[src/rtl/mem_arb_pkg.sv]
// Shared definitions for the two-requester main-memory arbiter:
// FSM state encodings, requester IDs, default read latency and the
// return-pipeline entry layout.
package mem_arb_pkg;

  // Arbiter FSM states
  localparam logic [1:0] IDLE  = 2'b00;
  localparam logic [1:0] OWN_I = 2'b01;
  localparam logic [1:0] OWN_D = 2'b10;

  // Requester IDs, also used as return-pipeline tags
  localparam logic REQ_I = 1'b0;
  localparam logic REQ_D = 1'b1;

  // Cycles from an accepted read to valid memory read data
  localparam int MEM_LAT_DEF = 2;

  // One slot of the read-return pipeline
  typedef struct packed {
    logic valid;
    logic tag;
  } rtn_entry_t;

endpackage

[src/rtl/mem_arbiter_if.sv]
// Requester-side bus between one cache controller and the arbiter.
// The cache controller uses the master modport, the arbiter the slave.
interface mem_arbiter_if #(
  parameter int AW = 16,
  parameter int DW = 16
);
  logic          req;
  logic          rd;
  logic          wr;
  logic [AW-1:0] addr;
  logic [DW-1:0] wdata;
  logic          gnt;
  logic          stall;
  logic          rvalid;
  logic [DW-1:0] rdata;

  modport master (
    output req, rd, wr, addr, wdata,
    input  gnt, stall, rvalid, rdata
  );

  modport slave (
    input  req, rd, wr, addr, wdata,
    output gnt, stall, rvalid, rdata
  );
endinterface

[src/rtl/mem_arb_rtn_pipe.sv]
// Tagged read-return shift register. Each accepted read enters as
// {valid, tag}; the tail entry lines up with the memory read data.
module mem_arb_rtn_pipe
  import mem_arb_pkg::*;
#(
  parameter int DEPTH = MEM_LAT_DEF
) (
  input  logic       clk,
  input  logic       rst,
  input  rtn_entry_t push_i,
  output rtn_entry_t tail_o
);

  rtn_entry_t pipe_q [DEPTH];

  // Shift one slot per cycle; reset discards every in-flight read
  // NOTE: this storage is reset on purpose -- a stale valid bit would
  // raise rvalid for a read that no longer exists after reset.
  always_ff @(posedge clk or negedge rst) begin
    if (!rst) begin
      for (int k = 0; k < DEPTH; k++) pipe_q[k] <= '0;
    end else begin
      // NOTE: non-blocking assignments make every slot read the
      // pre-edge value of its neighbour, giving a true shift.
      pipe_q[0] <= push_i;
      for (int k = 1; k < DEPTH; k++) pipe_q[k] <= pipe_q[k-1];
    end
  end

  assign tail_o = pipe_q[DEPTH-1];

endmodule

[src/rtl/mem_arbiter.sv]
// Two-requester arbiter in front of the four-bank main memory.
// Whole-transaction ownership with round-robin tie-break, owner mux to
// the memory port, stall forwarding and tagged read-data return.
// Optional build macro MEM_ARB_ERR_EN adds a sticky protocol-error
// output 'err'.
module mem_arbiter
  import mem_arb_pkg::*;
#(
  parameter int MEM_LAT = MEM_LAT_DEF,
  parameter int AW      = 16,
  parameter int DW      = 16
) (
  input  logic          clk,
  input  logic          rst,
  mem_arbiter_if.slave  i_bus,
  mem_arbiter_if.slave  d_bus,
  output logic [AW-1:0] Addr_mem,
  output logic [DW-1:0] DataIn_mem,
  output logic          rd_mem,
  output logic          wr_mem,
  input  logic [DW-1:0] DataOut_mem,
  input  logic          stall
`ifdef MEM_ARB_ERR_EN
  ,
  output logic          err
`endif
);

  logic [1:0] state_q, state_d;
  logic       last_owner_q, last_owner_d;
  logic       own_i, own_d;
  rtn_entry_t rtn_push, rtn_tail;

  // Next-state and round-robin bookkeeping
  // NOTE: defaults first so every path assigns both outputs and no
  // latch is inferred.
  always_comb begin
    state_d      = state_q;
    last_owner_d = last_owner_q;
    case (state_q)
      IDLE: begin
        if (i_bus.req && d_bus.req)
          state_d = (last_owner_q == REQ_I) ? OWN_D : OWN_I;
        else if (i_bus.req)
          state_d = OWN_I;
        else if (d_bus.req)
          state_d = OWN_D;
      end
      OWN_I: begin
        if (!i_bus.req) begin
          last_owner_d = REQ_I;
          state_d      = d_bus.req ? OWN_D : IDLE;
        end
      end
      OWN_D: begin
        if (!d_bus.req) begin
          last_owner_d = REQ_D;
          state_d      = i_bus.req ? OWN_I : IDLE;
        end
      end
      default: state_d = IDLE;
    endcase
  end

  // State and last-owner registers
  always_ff @(posedge clk or negedge rst) begin
    if (!rst) begin
      state_q      <= IDLE;
      last_owner_q <= REQ_I;
    end else begin
      state_q      <= state_d;
      last_owner_q <= last_owner_d;
    end
  end

  // Grants are a pure decode of registered state: no req->gnt path
  assign own_i = (state_q == OWN_I);
  assign own_d = (state_q == OWN_D);
  assign i_bus.gnt = own_i;
  assign d_bus.gnt = own_d;

  // Memory-port mux by owner; a simultaneous rd & wr resolves to write
  always_comb begin
    Addr_mem   = '0;
    DataIn_mem = '0;
    rd_mem     = 1'b0;
    wr_mem     = 1'b0;
    if (own_i) begin
      Addr_mem   = i_bus.addr;
      DataIn_mem = i_bus.wdata;
      wr_mem     = i_bus.wr;
      rd_mem     = i_bus.rd & ~i_bus.wr;
    end else if (own_d) begin
      Addr_mem   = d_bus.addr;
      DataIn_mem = d_bus.wdata;
      wr_mem     = d_bus.wr;
      rd_mem     = d_bus.rd & ~d_bus.wr;
    end
  end

  // Owner sees the memory stall; a non-owner strobe is always stalled.
  // The non-owner term is masked during reset so every output is 0.
  assign i_bus.stall = own_i ? stall : (rst & (i_bus.rd | i_bus.wr));
  assign d_bus.stall = own_d ? stall : (rst & (d_bus.rd | d_bus.wr));

  // Tag each accepted read with its issuer; tail steers rvalid
  assign rtn_push.valid = rd_mem & ~stall;
  assign rtn_push.tag   = own_d ? REQ_D : REQ_I;

  mem_arb_rtn_pipe #(
    .DEPTH (MEM_LAT)
  ) u_rtn_pipe (
    .clk    (clk),
    .rst    (rst),
    .push_i (rtn_push),
    .tail_o (rtn_tail)
  );

  assign i_bus.rvalid = rtn_tail.valid & (rtn_tail.tag == REQ_I);
  assign d_bus.rvalid = rtn_tail.valid & (rtn_tail.tag == REQ_D);
  assign i_bus.rdata  = DataOut_mem;
  assign d_bus.rdata  = DataOut_mem;

`ifdef MEM_ARB_ERR_EN
  logic err_q;
  logic err_hit;

  // Protocol violations: ungranted strobe with req low, owner rd & wr
  // together, owner dropping req while its strobe is stalled
  always_comb begin
    err_hit = ((i_bus.rd | i_bus.wr) & ~own_i & ~i_bus.req)
            | ((d_bus.rd | d_bus.wr) & ~own_d & ~d_bus.req)
            | (own_i & i_bus.rd & i_bus.wr)
            | (own_d & d_bus.rd & d_bus.wr)
            | (own_i & ~i_bus.req & (i_bus.rd | i_bus.wr) & stall)
            | (own_d & ~d_bus.req & (d_bus.rd | d_bus.wr) & stall);
  end

  // Sticky error flag, cleared only by reset
  always_ff @(posedge clk or negedge rst) begin
    if (!rst) err_q <= 1'b0;
    else      err_q <= err_q | err_hit;
  end

  assign err = err_q;
`endif

endmodule
[src/flat_wrapper.sv]
// flat-port wrapper written by rule: the top's interface ports become plain ports
module mem_arbiter_flat import mem_arb_pkg::*;
#(
  parameter int MEM_LAT = MEM_LAT_DEF,
  parameter int AW      = 16,
  parameter int DW      = 16
)
  (clk, rst, Addr_mem, DataIn_mem, rd_mem, wr_mem, DataOut_mem, stall, i_bus_req, i_bus_rd, i_bus_wr, i_bus_addr, i_bus_wdata, i_bus_gnt, i_bus_stall, i_bus_rvalid, i_bus_rdata, d_bus_req, d_bus_rd, d_bus_wr, d_bus_addr, d_bus_wdata, d_bus_gnt, d_bus_stall, d_bus_rvalid, d_bus_rdata);
  mem_arbiter_if #(.AW(AW), .DW(DW)) i_bus_i ();
  mem_arbiter_if #(.AW(AW), .DW(DW)) d_bus_i ();
  input  logic clk;
  input  logic rst;
  output logic [AW-1:0] Addr_mem;
  output logic [DW-1:0] DataIn_mem;
  output logic rd_mem;
  output logic wr_mem;
  input  logic [DW-1:0] DataOut_mem;
  input  logic stall;
  input wire logic [$bits(i_bus_i.req)-1:0] i_bus_req;
  input wire logic [$bits(i_bus_i.rd)-1:0] i_bus_rd;
  input wire logic [$bits(i_bus_i.wr)-1:0] i_bus_wr;
  input wire logic [$bits(i_bus_i.addr)-1:0] i_bus_addr;
  input wire logic [$bits(i_bus_i.wdata)-1:0] i_bus_wdata;
  output wire logic [$bits(i_bus_i.gnt)-1:0] i_bus_gnt;
  output wire logic [$bits(i_bus_i.stall)-1:0] i_bus_stall;
  output wire logic [$bits(i_bus_i.rvalid)-1:0] i_bus_rvalid;
  output wire logic [$bits(i_bus_i.rdata)-1:0] i_bus_rdata;
  input wire logic [$bits(d_bus_i.req)-1:0] d_bus_req;
  input wire logic [$bits(d_bus_i.rd)-1:0] d_bus_rd;
  input wire logic [$bits(d_bus_i.wr)-1:0] d_bus_wr;
  input wire logic [$bits(d_bus_i.addr)-1:0] d_bus_addr;
  input wire logic [$bits(d_bus_i.wdata)-1:0] d_bus_wdata;
  output wire logic [$bits(d_bus_i.gnt)-1:0] d_bus_gnt;
  output wire logic [$bits(d_bus_i.stall)-1:0] d_bus_stall;
  output wire logic [$bits(d_bus_i.rvalid)-1:0] d_bus_rvalid;
  output wire logic [$bits(d_bus_i.rdata)-1:0] d_bus_rdata;
  assign i_bus_i.req = i_bus_req;
  assign i_bus_i.rd = i_bus_rd;
  assign i_bus_i.wr = i_bus_wr;
  assign i_bus_i.addr = i_bus_addr;
  assign i_bus_i.wdata = i_bus_wdata;
  assign i_bus_gnt = i_bus_i.gnt;
  assign i_bus_stall = i_bus_i.stall;
  assign i_bus_rvalid = i_bus_i.rvalid;
  assign i_bus_rdata = i_bus_i.rdata;
  assign d_bus_i.req = d_bus_req;
  assign d_bus_i.rd = d_bus_rd;
  assign d_bus_i.wr = d_bus_wr;
  assign d_bus_i.addr = d_bus_addr;
  assign d_bus_i.wdata = d_bus_wdata;
  assign d_bus_gnt = d_bus_i.gnt;
  assign d_bus_stall = d_bus_i.stall;
  assign d_bus_rvalid = d_bus_i.rvalid;
  assign d_bus_rdata = d_bus_i.rdata;
  mem_arbiter #(.MEM_LAT(MEM_LAT), .AW(AW), .DW(DW)) u_core (.clk(clk), .rst(rst), .i_bus(i_bus_i), .d_bus(d_bus_i), .Addr_mem(Addr_mem), .DataIn_mem(DataIn_mem), .rd_mem(rd_mem), .wr_mem(wr_mem), .DataOut_mem(DataOut_mem), .stall(stall));
endmodule
[config.mk]
export PLATFORM = sky130hd
export DESIGN_NAME = mem_arbiter_flat
export DESIGN_NICKNAME = d
export VERILOG_FILES = /design/src/rtl/mem_arb_pkg.sv /design/src/rtl/mem_arbiter_if.sv /design/src/rtl/mem_arb_rtn_pipe.sv /design/src/rtl/mem_arbiter.sv /design/src/flat_wrapper.sv
export SDC_FILE = /design/constraint.sdc
export NUM_CORES = 1
export LEC_CHECK = 0
export ABC_CLOCK_PERIOD_IN_PS = 1600
export BUFFER_PORTS_ARGS = -buffer_cell sky130_fd_sc_hd__buf_2
export CELL_PAD_IN_SITES_DETAIL_PLACEMENT = 1
export CELL_PAD_IN_SITES_GLOBAL_PLACEMENT = 2
export CORE_MARGIN = 2
export CORE_UTILIZATION = 11
export DETAILED_ROUTE_END_ITERATION = 12
export GPL_ROUTABILITY_DRIVEN = 1
export PLACE_DENSITY = 0.93
export SYNTH_ARGS = -nofsm -noshare
export SYNTH_HDL_FRONTEND = slang
export SYNTH_SLANG_ARGS = --single-unit
[constraint.sdc]
create_clock -name clk -period 1.6 [get_ports clk]
set_input_delay 0.4 -clock clk [delete_from_list [all_inputs] [get_ports clk]]
set_output_delay 0.4 -clock clk [all_outputs]
set_load 0.005 [all_outputs]
==> flow_summary.toml, run 1 <==
[outcome]
outcome = "complete, but fails checks"
violations = "setup timing"

[timing]
hold_viol = 0
grt_setup_unrepaired = "true"
fin_crit_sh_pct = 108.5
fin_ws_ns = -0.1357
finalSetupViolations = 36
max_freq_ghz = 0.5761
maxSlewHeadroom_pct = 86.62
slew_viol_final = 0
worst_clock_skew_ns = 0.001625
fin_crit_ns = 1.736
tightest_slew_ns = 0.1986

[logic_synthesis]
synth_top_area_share_pct = 32.08
yosysMostFrequentCell = "buf_4"
synthFlopType = "dfrtp_1"
ys_ff_latch = 7
syn_nets = 194
ys_async_sr_fraction_pct = 100.0
post_synth_num_cell_types = 15
syn_inst = 105
yosysSeqAreaShare_pct = 19.44
ys_warn_count = 0
netlist.top_cell.by_area = "a22o_1"
synth_area_per_cell_um2 = 8.580
synth_area_leaders = "a22o_1 32%, buf_4 31%, dfrtp_1 19%, nor2b_1 3.5%, o21ai_0 2.2%"
synth_edf_count = 0
syn_area_um2 = 900.9
yosys-top-cells-count = "37 x buf_4, 33 x a22o_1, 7 x dfrtp_1"

[cells_and_area]
drive_gt1_share_pct = 68.91
finish.net_count = 283
final_cell_area_mm2 = 0.001506
area_growth_pct = 67.22
diodes = 0
nFillCells = 1022

[floorplanning]
core_mm2 = 0.008093
die-area_mm2 = 0.008929
die_w_um = 94.50
die_y_um = 94.50
initial_core_util_pct = 11.13
io_pins = 161
rows = 33

[global_routing]
grt_pass1_vias = 1060
grt_pass1_wl_um = 5181
antenna_found_initial = 0
grtUsageTotal_pct = 7.704
grt_max_degree = 26
grt_overflow = 0

[place]
routabilityCongestion = 0.7207
post-dp-hpwl_um = 2931
place.port_buffers = 112
place_area_mm2 = 0.001344

[worst_setup_path]
slowest_delay_ns = 0.39
startpoint_type = "flip-flop"
cp-end-kind = "output port"
cp.required_ns = 1.20
critPathArrivalTime_ns = 1.34
cpMaxStageDelayCell = "dfrtp_1"
crit_type = "flip-flop to output port"
cp_max_fo = 25
path_cells = "buf_6 > nor2b_4 > buf_12 > a22o_1 > buf_2"

[cts]
clockRootBuffer = "clkbuf_8"
cts_made_buffers = 3
clockBufferDepth = 2
clkSlewWorstSetupHoldPaths_ns = 0.04
clk-insertion-delay-late_ns = 0.23
htreeDepth = 1
cts_tree = "yes"
cts.sinks = 7

[drt]
wl_per_cell_um = 12.69
drc_errors = 0
antenna_left = 0
routed_via_density = 3.718
firstDrtPassIters = 4
drtIter0Drc = 46
vias = 1108
wl_um = 3782

[power_and_ir_drop]
internal_power_mw = 0.9049
p_switching_mw = 0.5117
share_comb_of_total_power_pct = 64.2
p_per_area_mw_per_mm2 = 940.4
peakVddDrop_v = 0.0002422
leakagePower_nw = 0.8645
seqPwrFrac_pct = 17.7
switching_share_pct = 36.12
power_mw = 1.417
clkPwrFrac_pct = 18.1

[run]
cap_violations = 0

[hold_path]
hp-class = "input pin to asynchronous set/reset pin"
## power groups by stage
| stage | clock network, mW | logic [mW] | registers (mW) |
|---|---|---|---|
| 6_report | 0.257 | 0.909 | 0.250 |
| 5_1_grt | 0.271 | 1.01 | 0.256 |
| 4_1_cts | 0.262 | 0.915 | 0.246 |
| 3_5_place_dp | 0 | 0.776 | 0.251 |
| 3_3_place_gp | 0 | 0.748 | 0.245 |
| 2_1_floorplan | 0 | 0.486 | 0.242 |
## sequential cells by signal, summed over array words and instances (netlist names)
| signal | flops |
|---|---|
| u_core.last_owner_q | 1 |
| u_core.state_q | 2 |
| u_core.u_rtn_pipe.pipe_q | 2 |
| u_core.u_rtn_pipe.tail_o | 2 |
## path summary, 6_finish.rpt
| kind | from | endpoint | slack [ns] | cells after the start |
|---|---|---|---|---|
| min | rst | u_core.state_q[1]$_DFFE_PN0P_ | 0.11 | 2 |
| max in group asynchronous | rst | u_core.state_q[1]$_DFFE_PN0P_ | 1.35 | 2 |
| max | u_core.state_q[0]$_DFFE_PN0P_ | DataIn_mem[4] | -0.14 | 5 |
| max reg2reg | u_core.state_q[1]$_DFFE_PN0P_ | u_core.u_rtn_pipe.pipe_q[3]$_DFF_PN0_ | 0.36 | 4 |
| min in group clk | u_core.u_rtn_pipe.pipe_q[2]$_DFF_PN0_ | u_core.u_rtn_pipe.tail_o[0]$_DFF_PN0_ | 0.34 | 0 |
| min reg2reg | u_core.u_rtn_pipe.pipe_q[2]$_DFF_PN0_ | u_core.u_rtn_pipe.tail_o[0]$_DFF_PN0_ | 0.34 | 0 |
## critical path, delay by kind of cell, from the launching register on
family                 cells  cell delay [ns]
AO/OA/AOI/OAI              1             0.14
flip-flops                 1             0.39
buffers and inverters      3             0.43
AND/OR/NAND/NOR            1             0.14
## layout by cell type, fill, tap and decap left out, types with 2 or more instances in the layout
cell type / Yosys / layout
and2_1: 3 / 3
buf_4: 37 / 5
inv_1: 2 / 2
o22ai_1: 2 / 2
nor2_1: 2 / 2
buf_2: 2 / 111
nor2b_4: 0 / 2
a22o_1: 33 / 33
nand2_1: 3 / 2
buf_12: 0 / 2
dfrtp_1: 7 / 6
clkbuf_8: 0 / 3
nor2b_1: 5 / 3
buf_6: 1 / 6
o21ai_0: 4 / 4
## what timing repair did
action | CTS | global route
cloned | 1 | 0
endpoints found under the setup margin | 36 | 38
setup buffers | 4 | 2
pin swaps | 1 | 0
gates resized for setup | 17 | 4
hold buffers | 0 | 0
## cell families after synthesis
kind of cell	after synthesis	synth area share, %
flops	7	19.44
buf+inv	42	34.03
simple gates	14	8.473
compound gates	42	38.06
## area by class of cell
cell class / count / area, um^2 / share of cell area, %
multi-input combinational: 56 / 445.4 / 29.57
sequential: 7 / 176.4 / 11.71
inverter: 2 / 7.507 / 0.4983
timing repair buffer: 124 / 700.7 / 46.51
clock buffer: 4 / 45.04 / 2.990
tap: 105 / 131.4 / 8.721
## per-layer routing
layer / track usage, % / part of all wire [%]
met1: 9.034 / 39
met2: 13.10 / 49
met3: 1.038 / 10
met4: 5.072 / 2.1
met5: 0 / 0
## per-stage QoR
step	setup TNS (ns)	cells	hold WS (ns)	util (%)	worst slack, ns
global route	-6.876	298	0.1181	18.61	-0.2202
CTS	-4.804	297	0.1135	18.40	-0.1520
detailed placement	0	288	0.3356	16.60	0.004096
floorplan	0	105	0.1044	-	0.1295
global placement	0	288	0.3318	16.60	0.04622
finish	-4.219	298	0.1114	18.61	-0.1357
(Power assumes the default switching activity.)
==> run 2: changes to the inputs <==
- ABC_CLOCK_PERIOD_IN_PS: 1600 -> 2070
- CORE_UTILIZATION: 11 -> 12
- PLACE_DENSITY: 0.93 -> 0.95
- SYNTH_HIERARCHICAL: not set -> 1
- clock period: 1.6 -> 2.07 ns (I/O delays scaled with it)
==> run 2 against run 1 <==
Effect of this change:
- the flow now finishes without violations
- utilization fell by 0.50 points
- setup slack improved by 0.25 ns
- design area fell by 8.1%
- count of clock-buffer cells in the layout did not move
- clock skew barely moved
- synthesized area rose by 3.6%
- critical endpoint is now rd_mem
- largest cell class unchanged
- largest power group unchanged
==> flow_summary.toml, run 2 <==
[outcome]
outcome = "finished clean"

[global_routing]
grt_max_degree = 26
grtUsageTotal_pct = 8.292
antenna_found_initial = 0
grt_overflow = 0
grt_pass1_vias = 1151
grt_pass1_wl_um = 5492

[worst_setup_path]
reg2reg_depth = 4
critPathArrivalTime_ns = 1.44
cp_max_fo = 12
rrSetupSlack_ns = 0.75
reg2reg_from = "u_core/state_q[0]$_DFFE_PN0P_"
cp-end-kind = "output port"
startpoint_type = "flip-flop"
crit_type = "flip-flop to output port"
rr_endpoint = "u_core/u_rtn_pipe/pipe_q[3]$_DFF_PN0_"
cp.required_ns = 1.55

[power_and_ir_drop]
peakVddDrop_v = 0.0002427
switching_share_pct = 36.87
p_switching_mw = 0.3620
leakagePower_nw = 0.7960
seqPwrFrac_pct = 20.0
power_mw = 0.9820
p_per_area_mw_per_mm2 = 709.0
internal_power_mw = 0.6200
share_comb_of_total_power_pct = 59.9
clkPwrFrac_pct = 20.1

[timing]
finalSetupTns_ns = 0
fin_crit_sh_pct = 94.48
grt_setup_unrepaired = "false"
fin_crit_ns = 1.956
tightest_slew_ns = 0.2087
finalSetupViolations = 0
max_freq_ghz = 0.5113
maxSlewHeadroom_pct = 86.08
holdWs_ns = 0.1296
worst_clock_skew_ns = 0.001793
hold_viol = 0
slew_viol_final = 0

[drt]
drc_errors = 0
drtIter0Drc = 22
vias = 1100
routed_via_density = 3.833
firstDrtPassIters = 4
wl_um = 3698
wl_per_cell_um = 12.89
antenna_left = 0

[logic_synthesis]
yosysMostFrequentCell = "buf_4"
syn_area_um2 = 933.4
synth_edf_count = 0
syn_inst = 107
syn_nets = 196
synth_area_leaders = "buf_4 32%, a22o_1 31%, dfrtp_1 19%, nor2b_1 2.7%, buf_6 2.4%"
ys_warn_count = 6
ys_ff_latch = 7
synthFlopType = "dfrtp_1"
synth_area_per_cell_um2 = 8.723
netlist.top_cell.by_area = "buf_4"
yosys-top-cells-count = "40 x buf_4, 33 x a22o_1, 7 x dfrtp_1"
yosysSeqAreaShare_pct = 18.77
ys_async_sr_fraction_pct = 100.0
post_synth_num_cell_types = 15
synth_top_area_share_pct = 32.17

[place]
place.port_buffers = 112
post-dp-hpwl_um = 3095
routabilityCongestion = 0.6849

[cts]
htreeDepth = 1
clockRootBuffer = "clkbuf_8"
postCtsSetupRepairBufs = 0
cts_made_buffers = 3
cts.sinks = 7
cts-hold-fix-buffers = 0
clk-insertion-delay-late_ns = 0.23
clockBufferDepth = 2
cts_tree = "yes"
clkSlewWorstSetupHoldPaths_ns = 0.04

[cells_and_area]
mostFrequentLayoutCells = "112 x buf_2, 33 x a22o_1, 6 x dfrtp_1"
finish.net_count = 275
area_growth_pct = 48.39
drive_gt1_share_pct = 67.03
diodes = 0
final_common_cell = "buf_2"

[floorplanning]
die_y_um = 92.20
initial_core_util_pct = 12.21
die-area_mm2 = 0.008500
die_w_um = 92.20
core_mm2 = 0.007647
rows = 32
io_pins = 161

[hold_path]
hp-class = "input pin to asynchronous set/reset pin"

[run]
cap_violations = 0
-- run 2: cell types whose count changed in the layout (fill, tap and decap cells not counted), sizes merged --
cell / delta
buf: -8
and2b: -1
nor2b: +1
-- run 2: through the flow --
stage          cell area (um^2)  setup WS (ns)  utilization, %  cells
6_report                   1385         0.1143           18.11    287
5_1_grt                    1385        0.01923           18.11    287
4_1_cts                    1376        0.04495           18.00    287
3_5_place_dp               1331         0.2943           17.41    283
3_3_place_gp               1331         0.3615           17.41    283
2_1_floorplan             933.4         0.4696               -    107
-- run 2: cells by family (layout without fill, tap and decap cells) --
family,count (synthesis),after routing,synth area share (%)
buffers and inverters,44,122,35.39
AOI/OAI and AO/OA,42,42,36.73
and+or+nand+nor,14,14,9.115
DFF,7,7,18.77
-- run 2: what timing repair did --
action                     CTS  global route
gates resized for setup      0             3
setup endpoints to repair    0            25
hold endpoints to repair     0             0
-- run 2: cell type report --
| cell class | count | area [um^2] |
|---|---|---|
| clock buffer | 4 | 45.04 |
| fill | 950 | 6262 |
| inverter | 2 | 7.507 |
| multi-input combinational | 56 | 430.4 |
| sequential | 7 | 176.4 |
| tap | 102 | 127.6 |
| timing repair buffer | 116 | 598.1 |
-- run 2: worst max path at each step --
stage                                              from            end  slack [ns]  depth (start not counted)
after floorplan           u_core/state_q[0]$_DFFE_PN0P_    Addr_mem[0]        0.47                          4
after detailed placement  u_core/state_q[0]$_DFFE_PN0P_   Addr_mem[15]        0.29                          4
final                     u_core/state_q[0]$_DFFE_PN0P_         rd_mem        0.11                          4
after global routing      u_core/state_q[1]$_DFFE_PN0P_  DataIn_mem[6]        0.02                          4
after global placement    u_core/state_q[0]$_DFFE_PN0P_  DataIn_mem[6]        0.36                          4
after CTS                 u_core/state_q[0]$_DFFE_PN0P_   Addr_mem[15]        0.04                          4
-- run 2: power by group through the flow --
stage	logic (mW)	clock network [mW]	registers, mW
after floorplan	0.396	0	0.187
after global placement	0.566	0	0.193
after detailed placement	0.587	0	0.197
after CTS	0.588	0.203	0.195
after global routing	0.649	0.213	0.203
final	0.588	0.197	0.197
-- run 2: critical path, cell delays in order, from the launching register on --
cell	delay [ns]
dfrtp_2	0.44
nor2b_2	0.18
buf_4	0.18
a32o_2	0.28
buf_2	0.13
-- run 2: layer usage --
| metal | track usage (%) | share of wire (%) |
|---|---|---|
| met4 | 4.851 | 2.8 |
| met2 | 15.32 | 51 |
| met5 | 0 | 0 |
| met3 | 1.643 | 9.4 |
| met1 | 8.631 | 37 |
